[src/rtl/decoder_proj_pkg.sv]
// Shared encodings for the registered io_in decoder filter.
package decoder_proj_pkg;

  // Mode word driven alongside the select input.
  localparam logic [1:0] MODE_ONEHOT   = 2'd0;
  localparam logic [1:0] MODE_ONEHOT_N = 2'd1;
  localparam logic [1:0] MODE_THERM    = 2'd2;
  localparam logic [1:0] MODE_FREEZE   = 2'd3;

  // Filter FSM states.
  typedef enum logic {
    ST_IDLE   = 1'b0,
    ST_SETTLE = 1'b1
  } state_e;

endpackage

[src/rtl/decoder_proj_decode.sv]
// Combinational select/mode to decoded-word mapping.
module decoder_proj_decode
  import decoder_proj_pkg::*;
#(
  parameter  int IN_W  = 3,
  localparam int OUT_W = 2**IN_W
) (
  input  logic [IN_W-1:0]  i_sel,
  input  logic [1:0]       i_mode,
  output logic [OUT_W-1:0] o_dec
);

  logic [OUT_W-1:0] w_onehot;
  logic [OUT_W-1:0] w_therm;

  // Build one-hot and thermometer forms of the select word.
  always_comb begin
    w_onehot = '0;
    w_therm  = '0;
    for (int i = 0; i < OUT_W; i++) begin
      w_onehot[i] = (i == int'(i_sel));
      w_therm[i]  = (i <= int'(i_sel));
    end
  end

  // Pick the form requested by the mode; freeze has no decoded form.
  always_comb begin
    o_dec = '0;
    case (i_mode)
      MODE_ONEHOT:   o_dec = w_onehot;
      MODE_ONEHOT_N: o_dec = ~w_onehot;
      MODE_THERM:    o_dec = w_therm;
      MODE_FREEZE:   o_dec = '0;
      default:       o_dec = '0;
    endcase
  end

endmodule

[src/rtl/decoder_proj_filt.sv]
// Glitch filter and registered decoder between the io_in pads and user logic.
// A {sel,mode} pair must hold for STABLE_CYCLES clocks after capture before
// it is decoded onto o_dec_out.
module decoder_proj_filt
  import decoder_proj_pkg::*;
#(
  parameter  int IN_W          = 3,
  parameter  int STABLE_CYCLES = 4,
  parameter  int CNT_W         = 8,
  localparam int OUT_W         = 2**IN_W
) (
  input  logic             i_clk,
  input  logic             i_rst_n,
  input  logic             i_en,
  input  logic [IN_W-1:0]  i_sel_in,
  input  logic [1:0]       i_mode,
  output logic [OUT_W-1:0] o_dec_out,
  output logic             o_out_valid,
  output logic             o_busy,
  output logic [CNT_W-1:0] o_change_cnt
);

  // Stability counter only needs to reach STABLE_CYCLES-1; the next equal
  // sample is the commit itself.
  localparam int CW = (STABLE_CYCLES > 1) ? $clog2(STABLE_CYCLES) : 1;
  localparam logic [CW-1:0] CNT_LAST = CW'(STABLE_CYCLES - 1);
  localparam int PAIR_W = IN_W + 2;

  state_e            r_state;
  state_e            w_state_nxt;
  logic [PAIR_W-1:0] r_cand;
  logic [PAIR_W-1:0] w_cand_nxt;
  logic [CW-1:0]     r_cnt;
  logic [CW-1:0]     w_cnt_nxt;
  logic [PAIR_W-1:0] r_comm;
  logic              r_have_commit;
  logic              w_commit;
  logic [PAIR_W-1:0] w_pair;
  logic [OUT_W-1:0]  w_dec;
  logic [OUT_W-1:0]  r_dec_out;
  logic              r_out_valid;
  logic              r_busy;
  logic [CNT_W-1:0]  r_change_cnt;

  assign w_pair = {i_sel_in, i_mode};

  decoder_proj_decode #(.IN_W(IN_W)) u_decode (
    .i_sel  (r_cand[PAIR_W-1:2]),
    .i_mode (r_cand[1:0]),
    .o_dec  (w_dec)
  );

  // Next-state logic: capture, settle and commit decisions.
  always_comb begin
    w_state_nxt = r_state;
    w_cand_nxt  = r_cand;
    w_cnt_nxt   = r_cnt;
    w_commit    = 1'b0;
    case (r_state)
      ST_IDLE: begin
        if (i_en && (i_mode != MODE_FREEZE) &&
            (!r_have_commit || (w_pair != r_comm))) begin
          w_state_nxt = ST_SETTLE;
          w_cand_nxt  = w_pair;
          w_cnt_nxt   = '0;
        end else begin
          w_state_nxt = ST_IDLE;
        end
      end
      ST_SETTLE: begin
        if (!i_en || (i_mode == MODE_FREEZE)) begin
          w_state_nxt = ST_IDLE;
          w_cnt_nxt   = '0;
        end else if (w_pair != r_cand) begin
          w_cand_nxt = w_pair;
          w_cnt_nxt  = '0;
        end else if (r_cnt == CNT_LAST) begin
          w_commit    = 1'b1;
          w_state_nxt = ST_IDLE;
          w_cnt_nxt   = '0;
        end else begin
          w_cnt_nxt = r_cnt + CW'(1);
        end
      end
      default: begin
        w_state_nxt = ST_IDLE;
        w_cnt_nxt   = '0;
      end
    endcase
  end

  // State, candidate and registered outputs; commit updates the decode.
  always_ff @(posedge i_clk or negedge i_rst_n) begin
    if (!i_rst_n) begin
      r_state       <= ST_IDLE;
      r_cand        <= '0;
      r_cnt         <= '0;
      r_comm        <= '0;
      r_have_commit <= 1'b0;
      r_dec_out     <= '0;
      r_out_valid   <= 1'b0;
      r_busy        <= 1'b0;
      r_change_cnt  <= '0;
    end else begin
      r_state     <= w_state_nxt;
      r_cand      <= w_cand_nxt;
      r_cnt       <= w_cnt_nxt;
      r_out_valid <= w_commit;
      r_busy      <= (w_state_nxt == ST_SETTLE);
      if (w_commit) begin
        r_dec_out     <= w_dec;
        r_comm        <= r_cand;
        r_have_commit <= 1'b1;
        if (r_change_cnt != {CNT_W{1'b1}}) begin
          r_change_cnt <= r_change_cnt + CNT_W'(1);
        end
      end
    end
  end

  assign o_dec_out    = r_dec_out;
  assign o_out_valid  = r_out_valid;
  assign o_busy       = r_busy;
  assign o_change_cnt = r_change_cnt;

endmodule

[config.mk]
export PLATFORM = sky130hd
export DESIGN_NAME = decoder_proj_filt
export DESIGN_NICKNAME = d
export VERILOG_FILES = /design/src/rtl/decoder_proj_pkg.sv /design/src/rtl/decoder_proj_decode.sv /design/src/rtl/decoder_proj_filt.sv
export SDC_FILE = /design/constraint.sdc
export NUM_CORES = 1
export LEC_CHECK = 0
export ABC_AREA = 1
export CAP_MARGIN = 15
export CORE_MARGIN = 8
export CORE_UTILIZATION = 35
export DETAILED_ROUTE_END_ITERATION = 6
export DONT_BUFFER_PORTS = 1
export GPL_TIMING_DRIVEN = 0
export SETUP_SLACK_MARGIN = 0.4
export SYNTH_ARGS = -nofsm -noshare
export SYNTH_HDL_FRONTEND = slang
export SYNTH_SLANG_ARGS = --single-unit
[constraint.sdc]
create_clock -name i_clk -period 2.3 [get_ports i_clk]
set_clock_uncertainty 0.2 [all_clocks]
set_input_delay 0 -clock i_clk [delete_from_list [all_inputs] [get_ports i_clk]]
set_output_delay 0 -clock i_clk [all_outputs]
set_load 0.01 [all_outputs]
# After elaboration in Yosys (flattened, before gate mapping)
# Index checks and enable logic that the tools add are counted.
classes:
  eq_ne: 19
  shift: 0
  order_cmp: 7
  bitwise_logic: 2
  n_reduce_logical: 10
  multipliers: 0
  div: 0
  n_mux: 19
  addsub: 2
ops:
  columns: ["cell", "n"]
  rows:
  - ["8-bit case mux with 4 select lines", 1]
  - ["5-bit two-way mux", 3]
  - ["3-bit == test (first input constant)", 4]
  - ["3-bit <= comparator (first input constant)", 4]
  - ["5-bit inequality test", 2]
  - ["5-bit case mux with 2 select lines", 1]
  - ["8-bit by 1-bit adder with 8-bit output (second input constant)", 1]
  - ["2-bit == test (second input constant)", 4]
  - ["1-bit two-way mux", 8]
  - ["2-bit two-way mux", 4]
  - ["8-bit inequality test (second input constant)", 1]
  - ["8-bit inverter", 1]
  - ["2-bit by 3-bit == test with 1-bit output (first input constant)", 2]
  - ["2-bit by 3-bit <= comparator with 1-bit output (first input constant)", 2]
  - ["2-bit inequality test (second input constant)", 3]
  - ["2-bit case mux with 2 select lines", 1]
  - ["1-bit by 3-bit == test with 1-bit output (first input constant)", 1]
  - ["1-bit by 3-bit <= comparator with 1-bit output (first input constant)", 1]
  - ["3-bit zero test", 1]
  - ["3-bit AND reduction", 1]
  - ["2-bit by 1-bit adder with 2-bit output (second input constant)", 1]
  - ["2-bit by 1-bit == test with 1-bit output (second input constant)", 1]
  - ["1-bit logical AND", 2]
  - ["1-bit zero test", 2]
  - ["other kinds (6)", 7]
totals:
  romBits: 0
  ramBits: 0
  ff_bits: 31
  elab_cells: 67
  out_inout_bits: 18
  memories: 0
  inputBits: 8
  latch_bits: 0

# Logic depth before layout (Yosys ltp)
# Gate-level depths: netlist (run 1).
logic_depth:
  depth_word: 6
  depth_mapped: 12
  mapped_depth_nobuf: 10

# By module
# Synthesis (run 1) repeated with hierarchy kept, for this count alone.
hier_totals:
  cells_unflattened: 271
  area_unflattened_um2: 1904.3
by_module_without_submodules:
  columns: ["module", "seq_area_each_um2", "cells_per_inst", "area_per_inst_um2", "n_inst"]
  rows:
  - ["decoder_proj_filt", 775.7, 215, 1641.6, 1]
  - ["decoder_proj_decode", 0.0, 56, 262.8, 1]

# Worst setup path before layout (run 1)
# OpenSTA, ideal clock, no wires.
synth_timing:
  path_kind: "register to register"
  start: "register r_cand[4]"
  end: "register r_dec_out[3], in the netlist o_dec_out[3]"
  arrival_time_ps: 1349
  path_buffers: 2
  required_time_ps: 1983
  path_stages_with_launch: 9
  setup_ps: 117
  synth_period_minus_slack_ps: 1666
  setup_slack_ps: 634
  path_cell_list: "dfrtp_1 -> buf_2 -> xnor2_2 -> nand3_4 -> nor2_4 -> nand2_2 -> buf_6 -> o21ai_1 -> inv_1"
synth_via:
  elab_chain_len: 4
  word_cells_on_any_way: 8
  classes_between: "order compare: 1; eq/ne: 2; mux: 4; bitwise: 1"
synth_rtl:
  columns: ["element", "line_no", "text"]
  rows:
  - ["from (decl)", "decoder_proj_filt.sv:31", "logic [PAIR_W-1:0] r_cand;"]
  - ["from (signal assigned)", "decoder_proj_filt.sv:106", "r_cand <= w_cand_nxt;"]
  - ["5-bit inequality test", "decoder_proj_filt.sv:74", "end else if (w_pair != r_cand) begin"]
  - ["1-bit two-way mux", "decoder_proj_filt.sv:74", null]
  - ["1-bit two-way mux", "decoder_proj_filt.sv:71", "if (!i_en || (i_mode == MODE_FREEZE)) begin"]
  - ["1-bit two-way mux", "decoder_proj_filt.sv:59", "case (r_state)"]
  - ["to (signal assigned)", "decoder_proj_filt.sv:111", "r_dec_out <= w_dec;"]
  - ["to (decl)", "decoder_proj_filt.sv:40", "logic [OUT_W-1:0] r_dec_out;"]
# Several ways; a longest one is shown, not always the timed one.
# A chain may end at the register's enable or synchronous reset.

# Final worst setup path (run 1)
layout_timing:
  start: "register r_cand[2]"
  end: "register r_dec_out[0], in the netlist o_dec_out[0]"
# The elaborated chain is that of the path after synthesis.

==> results.ini, run 1 <==
[synthesis]
ys_warn_count=0
synth_top_area_share_pct=41.6
netlist_area_mm2=0.00187
synth.distinct_cells=31
ys_ff_latch=31
synth_cells=240
avgSynthCellArea_um2=7.77
synth_top_cell_by_area=dfrtp_1
yosysSeqAreaShare_pct=41.6
synth_top_cells_by_area=dfrtp_1 (42%), nand2_1 (14%), inv_1 (6.6%)
synth_fp_nets=250

[clocking]
cts_buffer_depth=2
cts_tree=done
cts_buffers=5
clkLatencyLatePin_ns=0.28
clk_pin_slew_ns=0.07
cts_root_buffer=clkbuf_8
cts.sinks=31
htree_levels=2

[timing]
tightestPinTransition_ns=0.420
setup_viol=0
max_slew_margin_pct=72.0
rsz0062_at_grt=false
hold_ws_ns=0.00755
min_period_ns=1.81
tns_ns=0
timing.final.max_slew_violations=0
max_freq_ghz=0.553
finalHoldViolations=0
min_period_over_period_pct=78.6
final.setup.worst_slack_ns=0.493

[final_layout]
drive_gt1_share_pct=20.2
final_cells=333
syn2layout_area_growth_pct=19.9
fin_nets=272
antennaDiodeCount=0
fin_util_pct=43.5

[detailed_routing]
detail_route.first_pass.iterations=4
drc_errors=0
vias=1606
first_iter_violations=81
ant_nets=0
routed_wire_length_per_instance_um=13.2
routed_wl_um=4390
via_per_inst=4.82

[placement]
dp_slack_ns=0.454
hpwl_um=3140
place_congestion=0.856
dp_cells=310
port_buffers=0

[floorplanning]
core_mm2=0.00514
initial_utilization_pct=36.3
die_y_um=89.0
row_count=26
die_w_um=89.0
die_area_mm2=0.00792
io_pins=26

[flow_run]
drv_cap=0

[grt]
antenna_found_initial=0
grt_pass1_wl_um=7390
grt_max_degree=32
grt_pass1_vias=1584
grt_overflow_total=0
gr-usage-all-layers_pct=12.1

[hold_path]
hold_class=input port to flop

[critical_path]
path_cells=buf_6 -> inv_4 -> nand2_2 -> nand2_2 -> nor2_4 -> nand3_4 -> nor2_4 -> nand2_4 -> buf_2 -> o21ai_2 -> inv_1
slowest_stage=dfrtp_1
path_max_fanout=8
cp-start-kind=flop
critical_path.endpoint_type=flop
crit_arrival_ns=1.79
cpPeakStageDelay_ns=0.35
path_class=flop to flop
required_ns=2.28

[outcome]
outcome=finished, final reports clean

[power]
cellPowerDensity_mw_per_mm2=666
power.leakage_nw=1.12
irDropWorstVdd_mv=0.217

==> synthesized netlist by cell type (all sizes together) <==
master / count
dfrtp: 31
xor2: 2
buf: 5
nand3: 19
o21ai: 21
xnor2: 3
a21oi: 3
o221ai: 2
o31ai: 1
a221oi: 1
nand4: 11
o22ai: 1
nand2: 78
or2: 1
o211a: 1
ha: 2
nor2: 16
nor4: 1
nor3: 3
inv: 38
==> area by class of cell <==
| type | instances | area, um2 |
|---|---|---|
| fill | 565 | 2900 |
| multi-input combinational | 166 | 918 |
| sequential | 31 | 777 |
| timing repair buffer | 15 | 153 |
| inverter | 38 | 150 |
| clock buffer | 8 | 100 |
| tap | 70 | 87.6 |
| buffer | 5 | 50.0 |
==> cell families (layout without fill, tap and decap cells) <==
| logic type | Yosys count | count (layout) | synth area share [%] |
|---|---|---|---|
| flops | 31 | 31 | 41.6 |
| xor+xnor | 5 | 5 | 2.75 |
| buf+inv | 43 | 66 | 10.6 |
| fa+ha+maj | 2 | 2 | 1.34 |
| compound gates | 30 | 30 | 10.5 |
| simple gates | 129 | 129 | 33.2 |
==> critical path: cells and delay by family (launching register included) <==
kind	cells	cell delay, ns
buffers and inverters	4	0.40
AO/OA/AOI/OAI	1	0.10
flip-flops	1	0.35
AND/OR/NAND/NOR	6	0.64
==> flip-flops by register name (all words and copies together) (netlist names) <==
| signal | count |
|---|---|
| o_busy | 1 |
| r_cnt | 2 |
| o_out_valid | 1 |
| r_cand | 5 |
| r_comm | 5 |
| r_have_commit | 1 |
| o_dec_out | 8 |
| o_change_cnt | 8 |
==> placed cells by master (no fill, tap or decap) <==
cell type and count:
a21oi_1 3, a221oi_1 1, buf_12 2, buf_2 2, buf_4 5, buf_6 4
clkbuf_1 1, clkbuf_8 7, dfrtp_1 30, dfrtp_2 1, dlygate4sd3_1 7, ha_1 2
inv_1 33, inv_2 2, inv_4 3, nand2_1 68, nand2_2 8, nand2_4 2
nand3_1 18, nand3_4 1, nand4_1 11, nor2_1 12, nor2_4 4, nor3_1 2
nor3_2 1, nor4_1 1, o211a_1 1, o21ai_0 8, o21ai_1 4, o21ai_2 9
o221ai_1 2, o22ai_1 1, o31ai_1 1, or2_2 1, xnor2_1 2, xnor2_4 1
xor2_1 2
==> through the flow <==
stage / total power, W / cell area, um2
2_1_floorplan: 0.000878 / 1870
3_3_place_gp: 0.000939 / 1950
3_5_place_dp: 0.000948 / 1950
4_1_cts: 0.00147 / 2160
5_1_grt: 0.00157 / 2240
6_report: 0.00149 / 2240
==> power by group <==
group	internal, W	leakage, nW	switching (W)
clock	0.000273	0.0515	0.000209
combinational	0.000151	0.687	0.000261
sequential	0.000569	0.386	0.0000255
total	0.000994	1.12	0.000496
==> routing by layer <==
layer	part of all wire [%]	global-route usage (%)	wire length, um
met4	2.2	7.25	96
met2	49	20.1	2160
met1	44	13.8	1910
met5	0	0	0
met3	4.9	3.03	214
==> worst paths after layout <==
path	slack (ns)	cells after the start	startpoint	end
min in group asynchronous	0.03	3	i_rst_n	o_dec_out[5]
worst max register to register	0.49	11	r_cand[2]	o_dec_out[0]
worst min register to register	0.28	1	r_have_commit	r_have_commit
max in group asynchronous	1.68	3	i_rst_n	r_cand[0]
worst max-delay path	0.49	11	r_cand[2]	o_dec_out[0]
worst min-delay path	0.008	6	i_sel_in[2]	r_cnt[1]
==> what timing repair did <==
item / CTS / global route
setup endpoints to repair: 0 / 23
hold buffers: 9 / 0
resized for setup: 0 / 7
endpoints found under the hold margin: 47 / 0
setup buffers: 0 / 5
Note: power is estimated with default switching activity, not from simulation.
==> run 2, diff against run 1 <==
- ABC_AREA: 1 -> 0
- clock period: 2.3 -> 1.9 ns (I/O delays scaled with it)
==> results.ini, run 2 <==
[critical_path]
critical_path.endpoint_type=flop
r2r_cells=7
path_class=flop to flop
required_ns=1.86
cp-start-kind=flop
reg2reg_slack_ns=-0.06
crit_arrival_ns=1.92
path_max_fanout=10

[clocking]
cts_buffer_depth=2
clkLatencyLatePin_ns=0.28
cts.sinks=31
ctsHoldBuffers=6
cts_root_buffer=clkbuf_8
clk_pin_slew_ns=0.06
cts_tree=done
htree_levels=2
cts_buffers=5

[placement]
hpwl_um=2550
dp_cells=209
place_congestion=0.815
place_area_mm2=0.00176
port_buffers=0

[floorplanning]
initial_utilization_pct=35.7
die_w_um=84.7
core_mm2=0.00463
die_y_um=84.7
row_count=25
io_pins=26
die_area_mm2=0.00717

[synthesis]
synthTopCellsByCount=dfrtp_1 (31), nor2_1 (16), mux2_2 (14)
synth-async-reset-ratio_pct=100
synthAdderAreaFrac_pct=1.52
synth_fp_nets=165
synth_top_cell_by_area=dfrtp_1
ys_ff_latch=31
ys.flop_type=dfrtp_1
synth_top_area_share_pct=47.0
synth_edf_count=0
yosys.area_share.simple_pct=15.4
synth_compound_area_share_pct=10.8
netlist_area_mm2=0.00165
synth_top_family_by_area=simple AND/OR/NAND/NOR gates
avgSynthCellArea_um2=10.7
yosysSeqAreaShare_pct=47.0
synth_xor_area_share_pct=10.5
synth_top_cells_by_area=dfrtp_1 (47%), mux2_2 (9.5%), xnor2_1 (4.2%)
synth_cells=155
muxShareOfSynthArea_pct=10.8
ys_warn_count=0
synth.distinct_cells=37
synthMostInstantiatedCell=dfrtp_1

[final_layout]
fillers=416
fin_nets=197
layout_commonest_cell=dfrtp_1
design_area_mm2=0.00225
most-common-layout-cells=dfrtp_1 (29), mux2_4 (14), buf_6 (12), buf_4 (12), nor2_1 (11)
drive_gt1_share_pct=39.2
syn2layout_area_growth_pct=36.4
antennaDiodeCount=0
final_cells=240

[grt]
grt_pass1_wl_um=6690
busiest_layer=met2
grt_pass1_vias=1361
grt_overflow_total=0
met1_usage_pct=12.7
grt_max_degree=32
grt_util_met3_pct=4.39
gr-usage-all-layers_pct=11.6
met2_usage_pct=19.8
antenna_found_initial=0

[timing]
tns_ns=-0.713
max_freq_ghz=0.510
tightestPinTransition_ns=0.471
finalHoldViolations=4
rsz0062_at_grt=true
setup_viol=16
final.setup.worst_slack_ns=-0.0617
min_period_over_period_pct=103
hold_ws_ns=-0.331
max_slew_margin_pct=68.6
min_period_ns=1.96
timing.final.max_slew_violations=0

[detailed_routing]
detail_route.first_pass.iterations=4
drc_errors=0
ant_nets=0
vias=1287
first_iter_violations=36
routed_wl_um=4000
via_per_inst=5.36
routed_wire_length_per_instance_um=16.7

[outcome]
outcome=complete, but fails checks
failed_checks=hold timing, setup timing

[flow_run]
drv_cap=0

[power]
irDropWorstVdd_mv=0.381
cellPowerDensity_mw_per_mm2=679
power.leakage_nw=1.02

[hold_path]
hold_path_depth=1
hold_class=input port to flop

run 2: changes by cell type in the layout (fill, tap and decap cells not counted), moves of 8 or more:
| cell | previous run | this run |
|---|---|---|
| o21ai_2 | 9 | 0 |
| inv_1 | 33 | 4 |
| nand2_1 | 68 | 6 |
| mux2_4 | 0 | 14 |
| buf_6 | 4 | 12 |
| nand3_1 | 18 | 2 |
run 2: per-layer routing:
layer / part of all wire, % / routed length [um]
met1: 42 / 1680
met2: 52 / 2060
met3: 5.0 / 199
met4: 1.5 / 60
met5: 0 / 0
run 2: path summary, 6_finish.rpt:
kind                                         to          start
worst max-delay path               o_dec_out[3]      r_cand[2]
worst min-delay path                  r_cand[0]      i_mode[0]
worst max register to register     o_dec_out[3]      r_cand[2]
worst min register to register    r_have_commit  r_have_commit
max in group asynchronous       o_change_cnt[1]        i_rst_n
min in group asynchronous          o_dec_out[6]        i_rst_n
run 2: cells by family (layout without fill, tap and decap cells):
logic type,Yosys count,after routing
adder cells (fa/ha/maj),2,2
AO/OA/AOI/OAI,29,29
XOR/XNOR,16,16
flip-flops,31,31
AND/OR/NAND/NOR,47,47
multiplexers,16,16
buffers and inverters,14,45
run 2: cell type report:
cell class | instances | area, um2 | share of cell area [%]
multi-input cells | 110 | 987 | 43.8
inverters | 4 | 15.0 | 0.666
well taps | 54 | 67.6 | 3.00
clock buffers | 6 | 72.6 | 3.22
flip-flops and latches | 31 | 778 | 34.5
plain buffers | 10 | 85.1 | 3.78
repair buffers | 25 | 248 | 11.0
run 2: per-stage QoR:
step	hold WS [ns]	util, %	worst slack [ns]	power, W
6_report	-0.331	48.7	-0.0617	0.00153
5_1_grt	-0.338	48.7	-0.135	0.00160
4_1_cts	-0.337	46.1	-0.123	0.00152
3_5_place_dp	-0.495	38.1	-0.212	0.000961
3_3_place_gp	-0.495	38.1	-0.178	0.000950
2_1_floorplan	-0.496	-	0.0000435	0.000917
run 2: what timing repair did:
item                                    in CTS  in global routing
resized for setup                           28                 24
endpoints found under the setup margin      30                 31
hold endpoints to repair                    38                  4
pin swaps                                   13                  5
gates cloned                                 2                  0
buffers inserted                            13                  4
run 2: worst max-delay path: stages, from the launching register on:
cell and delay (ns):
dfrtp_1 0.37, buf_6 0.15, xnor2_4 0.18, nand2_4 0.09, nor3_4 0.27, buf_4 0.16, buf_6 0.13, mux2_4 0.30
run 2: power breakdown:
group	internal (W)	switching, W	total, W
sequential	0.000676	0.0000118	0.000688
clock	0.000244	0.000229	0.000473
combinational	0.000176	0.000194	0.000370
total	0.00110	0.000435	0.00153
